## src/rtl/fetch_queue.sv

```systemverilog
// In-order {pc, instruction} buffer between the I-cache and decode.
// Redirect flush discards every queued wrong-path entry and anything arriving with it.
module fetch_queue #(
  parameter int DEPTH      = 4,
  parameter int ADDR_WIDTH = 32,
  parameter int DATA_WIDTH = 32,
  localparam int PW = (DEPTH > 1) ? $clog2(DEPTH) : 1,
  localparam int CW = $clog2(DEPTH + 1)
) (
  input  logic                  clk,
  input  logic                  rst_n,
  input  logic                  i_flush,
  input  logic                  i_valid,
  input  logic [ADDR_WIDTH-1:0] i_pc,
  input  logic [DATA_WIDTH-1:0] i_inst,
  output logic                  o_ready,
  input  logic                  i_stall,
  output logic                  o_valid,
  output logic [ADDR_WIDTH-1:0] o_pc,
  output logic [DATA_WIDTH-1:0] o_inst,
  output logic [CW-1:0]         o_count,
  output logic                  o_overflow
);

  localparam logic [CW-1:0] FULL = CW'(DEPTH);

  typedef struct packed {
    logic [ADDR_WIDTH-1:0] pc;
    logic [DATA_WIDTH-1:0] inst;
  } entry_t;

  entry_t        mem [DEPTH];
  logic [PW-1:0] rd_q, rd_d;
  logic [PW-1:0] wr_q, wr_d;
  logic [CW-1:0] cnt_q, cnt_d;
  logic          ovf_q, ovf_d;
  logic          push, pop;

  // Handshake flags depend only on registered count, never on i_valid/i_stall.
  assign o_ready = (cnt_q != FULL);
  assign o_valid = (cnt_q != '0);
  assign o_count = cnt_q;
  assign o_overflow = ovf_q;

  assign push = i_valid & o_ready & ~i_flush;
  assign pop  = o_valid & ~i_stall & ~i_flush;

  assign o_pc   = o_valid ? mem[rd_q].pc   : '0;
  assign o_inst = o_valid ? mem[rd_q].inst : '0;

  always_comb begin
    rd_d  = rd_q;
    wr_d  = wr_q;
    cnt_d = cnt_q;
    ovf_d = ovf_q | (i_valid & ~o_ready & ~i_flush);
    if (i_flush) begin
      rd_d  = '0;
      wr_d  = '0;
      cnt_d = '0;
    end else begin
      // Power-of-two depth: natural pointer overflow is the modulo wrap.
      if (push) wr_d = wr_q + PW'(1);
      if (pop)  rd_d = rd_q + PW'(1);
      cnt_d = cnt_q + CW'(push) - CW'(pop);
    end
  end

  always_ff @(posedge clk or negedge rst_n) begin
    if (!rst_n) begin
      rd_q  <= '0;
      wr_q  <= '0;
      cnt_q <= '0;
      ovf_q <= 1'b0;
    end else begin
      rd_q  <= rd_d;
      wr_q  <= wr_d;
      cnt_q <= cnt_d;
      ovf_q <= ovf_d;
    end
  end

  // Storage is not reset; o_valid masks stale contents.
  always_ff @(posedge clk) begin
    if (push) mem[wr_q] <= '{pc: i_pc, inst: i_inst};
  end

endmodule

```

## config.mk

```make
export PLATFORM = sky130hd
export DESIGN_NAME = fetch_queue
export DESIGN_NICKNAME = d
export VERILOG_FILES = /design/src/rtl/fetch_queue.sv
export SDC_FILE = /design/constraint.sdc
export NUM_CORES = 1
export LEC_CHECK = 0
export BUFFER_PORTS_ARGS = -buffer_cell sky130_fd_sc_hd__buf_4
export CORE_UTILIZATION = 50
export CTS_CLUSTER_DIAMETER = 40
export DETAILED_ROUTE_END_ITERATION = 10
export GPL_TIMING_DRIVEN = 1
export PLACE_DENSITY = 0.74
export REMOVE_ABC_BUFFERS = 1
export SETUP_SLACK_MARGIN = 0.2
export SLEW_MARGIN = 20
export SYNTH_ARGS = -nofsm -noshare
export SYNTH_HDL_FRONTEND = slang
export SYNTH_SLANG_ARGS = --single-unit
```

## constraint.sdc

```tcl
create_clock -name clk -period 2.8 [get_ports clk]
set_input_delay 0.14 -clock clk [delete_from_list [all_inputs] [get_ports clk]]
set_output_delay 0.14 -clock clk [all_outputs]
set_load 0.01 [all_outputs]
```

==> results of run 1 <==
-- metal layers --
metal,share of wire,global-route usage,up-vias
met2,0.50,0.3259,134
met4,0.019,0.05429,0
met5,0,0,-
met3,0.049,0.03159,33
li1,-,-,2315
met1,0.43,0.2461,2689
-- worst max path at each step --
stage / from / endpoint / slack (ns)
floorplan: rd_q[0] / o_inst[0] / -0.77
global placement: o_count[1] / o_count[2] / 0.63
detailed placement: o_count[1] / o_count[2] / 0.56
CTS: rd_q[1] / o_inst[16] / 0.21
global route: rd_q[1] / o_pc[1] / 0.25
finish: rd_q[1] / o_inst[22] / 0.33
-- metrics by stage --
stage                     TNS [ns]  utilization  instances
final                            0       0.6730        979
after global routing             0       0.6730        979
after CTS                        0       0.6715        978
after detailed placement         0       0.5872        851
after global placement           0       0.5872        851
after floorplan             -74.73            -        436
-- what timing repair did --
item                                    4_1_cts  5_1_grt
endpoints found under the hold margin       271        0
hold buffers                                 70        0
endpoints found under the setup margin        0       65
gates resized for setup                       0        1
setup buffers                                 0        1
-- cells in the final DEF (no fill, tap or decap), drive strengths merged --
cell type	count
mux2i	1
xnor2	1
nand2	2
inv	11
clkbuf	37
buf	151
a21oi	3
bufinv	1
nor2b	1
nor2	3
nand2b	1
clkinvlp	5
a31o	1
mux4	64
nor3	3
and2	68
dlygate4sd3	70
nor3b	1
dfrtp	8
o21ai	3
ha	6
edfxtp	256
xor2	1
fa	1
clkinv	12
or3	3
-- cell type report --
class | instances | area [sq um]
Timing Repair Buffer | 221 | 1929
Fill cell | 1266 | 6447
Sequential cell | 264 | 7895
Tap cell | 265 | 331.6
Clock inverter | 20 | 143.9
Clock buffer | 37 | 818.3
Multi-Input combinational cell | 163 | 2116
Inverter | 9 | 36.28
-- state kept, by name, summed over array words and instances, names as in the netlist --
| signal | count |
|---|---|
| mem | 256 |
| o_count | 3 |
| o_overflow | 1 |
| rd_q | 2 |
| wr_q | 2 |
-- kinds of logic (layout without fill, tap and decap cells) --
kind of cell / Yosys count / in the layout / share of synthesized area
DFF: 264 / 264 / 0.7744
and+or+nand+nor: 82 / 82 / 0.04939
muxes: 65 / 65 / 0.1425
buffers and inverters: 32 / 287 / 0.01880
adders and majority gates: 7 / 7 / 0.009336
AOI/OAI and AO/OA: 7 / 7 / 0.003808
xor gates and xnor gates: 2 / 2 / 0.001720
-- power groups by stage --
stage / combinational, mW / clock (mW) / sequential, mW
6_report: 2.78 / 3.67 / 4.66
5_1_grt: 3.03 / 3.89 / 4.68
4_1_cts: 2.80 / 3.74 / 4.68
3_5_place_dp: 2.71 / 0 / 4.76
3_3_place_gp: 2.67 / 0 / 4.74
2_1_floorplan: 1.34 / 0 / 4.87
==> results by group, run 1 <==
Status
  – Status: complete, no violations

Logic synthesis
  – Yosys top cell by area: edfxtp_1
  – Top_reg_cell synth: edfxtp_1
  – Mapped Avg Cell Area: 22.19 sq um
  – Most common cell in the netlist: edfxtp_1
  – Post-synth top cells: 256 x edfxtp_1, 68 x and2_1, 64 x mux4_2
  – Post-synthesis cell area: ~10000 sq um
  – Count of unique library cells instantiated by Yosys: 27
  – Area contributors post-synth: edfxtp_1 75%, mux4_2 14%, and2_1 4.2%
  – Synthesis Warnings: 0
  – Syn Inst Count: 459
  – Register area share after synthesis: 0.7744
  – Top cell type's share of synthesized area: 0.7548
  – Post-synth EDFFs: 256
  – Post-synth ARST share: 0.03030
  – Yosys reg bits: 264

Job
  – # Max-Cap Violations: 0

Worst setup path
  – Worst path arrival time: 2.33 ns
  – Reg2Reg Depth: 11
  – Reg-to-reg startpoint: o_count[1]
  – Max FO, Critical Path: 34
  – Max incr delay on CP: 0.82 ns
  – Reg2reg end: o_count[2]
  – Critical Path Sink Type: primary output
  – Critical path, cell by cell: buf_16, mux4_2, and2_1, buf_4
  – Crit path depth: 4
  – Crit-path slowest cell: dfrtp_4
  – Worst setup SP type: flip-flop
  – Required time worst endpoint: 2.66 ns
  – Critical path class: flip-flop to primary output
  – CP bufs+invs: 2
  – Top delay family on crit path: flip-flops
  – Worst reg2reg setup slack: 0.52 ns

Cells and area
  – Share of cells above drive strength 1: 0.3824
  – Final #Nets: ~770
  – Syn-to-layout area delta: 30.29%
  – Post-route cell area: 13270 sq um
  – # diodes: 0

STA
  – Final min period: about 2.5 ns
  – Final WS setup: 0.3344 ns
  – Highest clock rate: 405.6 MHz
  – Final Cycle Share: 0.8806
  – Finish-stage setup viols: 0
  – Worst-Margin Slew: between 0.6 and 0.7 ns
  – Final hold vios: 0
  – Worst slew margin: 0.5735
  – Skew final: 0.009092 ns
  – Slew Viols, Final: 0
  – RSZ-0062 raised after global routing: no
  – Final hold slack: 0.3562 ns

Power
  – Sw power: 2.897 mW
  – Seq pwr share: 0.420
  – Power Dens Cells: 836.9 nW/um^2
  – Pleak: 4.624 nW
  – Combinational fraction of design power: 0.250
  – Sw Share: 0.2608
  – Clock share of power: 0.330
  – Final Total Pwr: 11.11 mW
  – Pint: 8.209 mW
  – Maximum VDD drop: 870.1 uV

Clock network
  – TritonCTS clock tree: done
  – CTS clk-pin slew, worst paths: 0.06 ns
  – Clk sink count: 264
  – Number of buffers created by CTS: 31
  – Clk_lat worst skew: around 0.53 ns
  – Clk root buf: clkbuf_16
  – Clock tree buffer depth: 3
  – H-tree depth: 1

Global routing
  – Number of global-route vias before repair: 5644
  – Initial antenna violation count: 0
  – Pin count of the biggest net entering global routing: 67
  – Gr usage total: 0.1881
  – GRT overflow: 0
  – First-pass GRT wire length: 29460 microns

Drt
  – Post-route ant nets: 0
  – DR WL/cell: 19.80 microns
  – Routed WL: between 15000 and 20000 microns
  – 1st-iter DRT viols: 282
  – Residual DRC: 0
  – First-pass iteration count of the detailed router: 4
  – Routed vias: about 5200
  – Vias/cell: around 5.3

Worst hold path
  – Hold EP: mem[2][33]
  – Worst hold stages: 2
  – Hold Startpoint: i_pc[1]
  – Min-delay worst type: input port to flip-flop

Die
  – Die Ht: 144.7 microns
  – Core area: 19720 sq um
  – Die W: 144.7 microns
  – Row cnt: 51
  – Boundary Pins: 139
  – Die ar.: approximately 21000 sq um
  – Initial Utilization: 0.5165

Place
  – Placed instance area: ~12000 sq um
  – PortBufs: 138
  – Post-Place Worst Slack: 0.5628 ns
  – RePlAce Congestion: 0.7467
  – DP Wirelength: roughly 11000 microns
Note: power is estimated with default switching activity, not from simulation.
==> run 2, diff against run 1 <==
- CORE_UTILIZATION: 50 -> 45
- PLACE_DENSITY: 0.74 -> 0.67
==> run 2 against run 1 <==
Net effect: the run now ends with DRC left; register-to-register slack got worse by 0.03 ns; core utilization decreased by 5.1 points; flip-flop and latch count unchanged; fmax increased by 1.4%; via count increased by 0.31%; hold slack improved by 0.025 ns; clock skew about the same; sequential power increased by 1%; count of clock-buffer cells in the layout increased by 8; critical path depth unchanged; global-route usage decreased by 1.0 points; critical path type unchanged.
==> results by group, run 2 (synthesis results as in run 1) <==
Worst setup path
  – Critical Path Sink Type: primary output (unchanged)
  – Required time worst endpoint: 2.66 ns (about the same)
  – Max incr delay on CP: 0.48 ns (was 0.82 ns)
  – Crit-path slowest cell: nor3_2 (was dfrtp_4)
  – Worst setup SP type: flip-flop (unchanged)
  – Critical path class: flip-flop to primary output (unchanged)
  – Max FO, Critical Path: 65 (was 34)
  – Top delay family on crit path: simple AND/OR/NAND/NOR gates (was flip-flops)
  – CP bufs+invs: 2 (unchanged)
  – Worst path arrival time: 2.29 ns (was 2.33 ns)
  – Critical path, cell by cell: nor3_2, inv_4, and2_1, buf_4 (was buf_16, mux4_2, and2_1, buf_4)

STA
  – Final min period: 2.432 ns (was 2.466 ns)
  – Final WS setup: 0.3683 ns (was 0.3344 ns)
  – Worst slew margin: 0.5802 (was 0.5735)
  – Skew final: 0.008771 ns (was 0.009092 ns)
  – Final Cycle Share: 0.8685 (was 0.8806)
  – Slew Viols, Final: 0 (unchanged)
  – Worst-Margin Slew: 0.6297 ns (was 0.6397 ns)
  – Finish-stage setup viols: 0 (unchanged)
  – Highest clock rate: 411.2 MHz (was 405.6 MHz)
  – Final hold vios: 0 (unchanged)
  – RSZ-0062 raised after global routing: no (unchanged)
  – Setup tns final: 0 ns (unchanged)

Place
  – RePlAce Congestion: 0.7040 (was 0.7467)
  – DP Wirelength: 11270 microns (was 10560 microns)
  – Placed instance area: 11670 sq um (was 11580 sq um)
  – DP Cell Count: 869 (was 851)
  – Post-Place Worst Slack: 0.6052 ns (was 0.5628 ns)
  – PortBufs: 138 (unchanged)

Clock network
  – CTS clk-pin slew, worst paths: 0.05 ns (was 0.06 ns)
  – Clk_lat worst skew: 0.49 ns (was 0.53 ns)
  – TritonCTS clock tree: done (unchanged)
  – Clk root buf: clkbuf_16 (unchanged)
  – H-tree depth: 2 (was 1)
  – Clock tree buffer depth: 3 (unchanged)
  – Clk sink count: 264 (unchanged)
  – Number of buffers created by CTS: 36 (was 31)

Status
  – Failing checks: DRC
  – Status: complete, but fails checks (was complete, no violations)

Worst hold path
  – Min-delay worst type: input port to flip-flop (unchanged)

Power
  – Pleak: 4.814 nW (was 4.624 nW)
  – Maximum VDD drop: 574.2 uV (was 870.1 uV)
  – Power Dens Cells: 898.5 nW/um^2 (was 836.9 nW/um^2)
  – Final Total Pwr: 12.31 mW (was 11.11 mW)

Cells and area
  – # diodes: 0 (unchanged)
  – Share of cells above drive strength 1: 0.3964 (was 0.3824)
  – Commonest non-fill, non-tap cell in the layout: edfxtp_1 (unchanged)
  – Max FFs per register: 256 (unchanged)
  – Reg with most FFs: mem (unchanged)
  – Leading cell types in the layout, fill and taps excluded: 256 x edfxtp_1, 143 x buf_4, 69 x dlygate4sd3_1 (was 256 x edfxtp_1, 144 x buf_4, 70 x dlygate4sd3_1)
  – Final #Nets: 774 (was 766)
  – Post-route cell area: 13700 sq um (was 13270 sq um)
  – Fin cells: 1004 (was 979)
  – Syn-to-layout area delta: 34.56% (was 30.29%)

Global routing
  – GRT overflow: 0 (unchanged)
  – Number of global-route vias before repair: 5735 (was 5644)
  – First-pass GRT wire length: 31350 microns (was 29460 microns)
  – Pin count of the biggest net entering global routing: 67 (unchanged)
  – Grt met3 use: 0.03441 (was 0.03159)
  – GR Layer Usage met2: 0.3066 (was 0.3259)
  – Initial antenna violation count: 0 (unchanged)
  – Gr usage total: 0.1780 (was 0.1881)
  – GR Layer Usage met1: 0.2291 (was 0.2461)
  – Busiest grt layer: met2 (unchanged)

Drt
  – Residual DRC: 7 (was 0)
  – Post-route ant nets: 0 (unchanged)
  – First-pass iteration count of the detailed router: 7 (was 4)
  – Routed WL: 19940 microns (was 19390 microns)
  – Routed vias: 5187 (was 5171)
  – Vias/cell: 5.166 (was 5.282)
  – DR WL/cell: 19.86 microns (was 19.80 microns)
  – 1st-iter DRT viols: 232 (was 282)

Die
  – Die Ht: 152.4 microns (was 144.7 microns)
  – Initial Utilization: 0.4624 (was 0.5165)
  – Die ar.: 23240 sq um (was 20940 sq um)
  – Boundary Pins: 139 (unchanged)
  – Row cnt: 54 (was 51)
  – Die W: 152.4 microns (was 144.7 microns)
  – Core area: 22030 sq um (was 19720 sq um)

Job
  – # Max-Cap Violations: 0 (unchanged)
==> run 2: timing repair <==
action	in CTS	in global routing
hold buffers	69	0
setup endpoints to repair	39	65
buffers inserted	1	1
resized for setup	0	1
hold endpoints to repair	271	0
==> run 2: final cells by class <==
type                            instances  area [sq um]
Inverter                                9         36.28
Sequential cell                       264          7895
Multi-Input combinational cell        163          2116
Clock buffer                           45         985.9
Timing Repair Buffer                  224          2012
Fill cell                            1550          8322
Tap cell                              280         350.3
Clock inverter                         19         309.0
==> run 2: routing by layer <==
metal	wire (microns)	vias up
met2	10040	136
li1	-	2341
met4	404	0
met1	8549	2673
met5	0	-
met3	947	37
==> run 2: metrics by stage <==
| step | hold slack [ns] | util |
|---|---|---|
| floorplan | -0.1556 | - |
| global placement | -0.03808 | 0.5298 |
| detailed placement | -0.03414 | 0.5298 |
| CTS | 0.3641 | 0.6208 |
| global route | 0.3850 | 0.6222 |
| finish | 0.3809 | 0.6222 |
==> run 2: path summary, 6_finish.rpt <==
path / cells after the start / to / slack (ns) / from
setup / recovery: 4 / o_inst[5] / 0.37 / o_count[1]
hold / removal: 2 / mem[1][45] / 0.38 / i_pc[13]
setup reg to reg: 9 / o_count[2] / 0.49 / o_count[1]
hold reg to reg: 1 / o_overflow / 0.52 / o_overflow
max in group asynchronous: 3 / rd_q[1] / 1.87 / rst_n
min in group asynchronous: 3 / o_count[1] / 0.63 / rst_n
==> run 2: worst register-to-register path: stages, from the launching register on <==
cell and delay, ns:
dfrtp_1 0.46, nor3_2 0.48, nor3_1 0.10, ha_1 0.29, inv_1 0.06, ha_1 0.13, inv_1 0.05, fa_1 0.41
xnor2_1 0.18, nor2_1 0.05
==> run 2: where the power goes <==
| part | switching (mW) | internal, mW | total, mW |
|---|---|---|---|
| clock network | 1.63 | 3.17 | 4.80 |
| logic | 1.30 | 1.51 | 2.81 |
| registers | 0.142 | 4.56 | 4.71 |
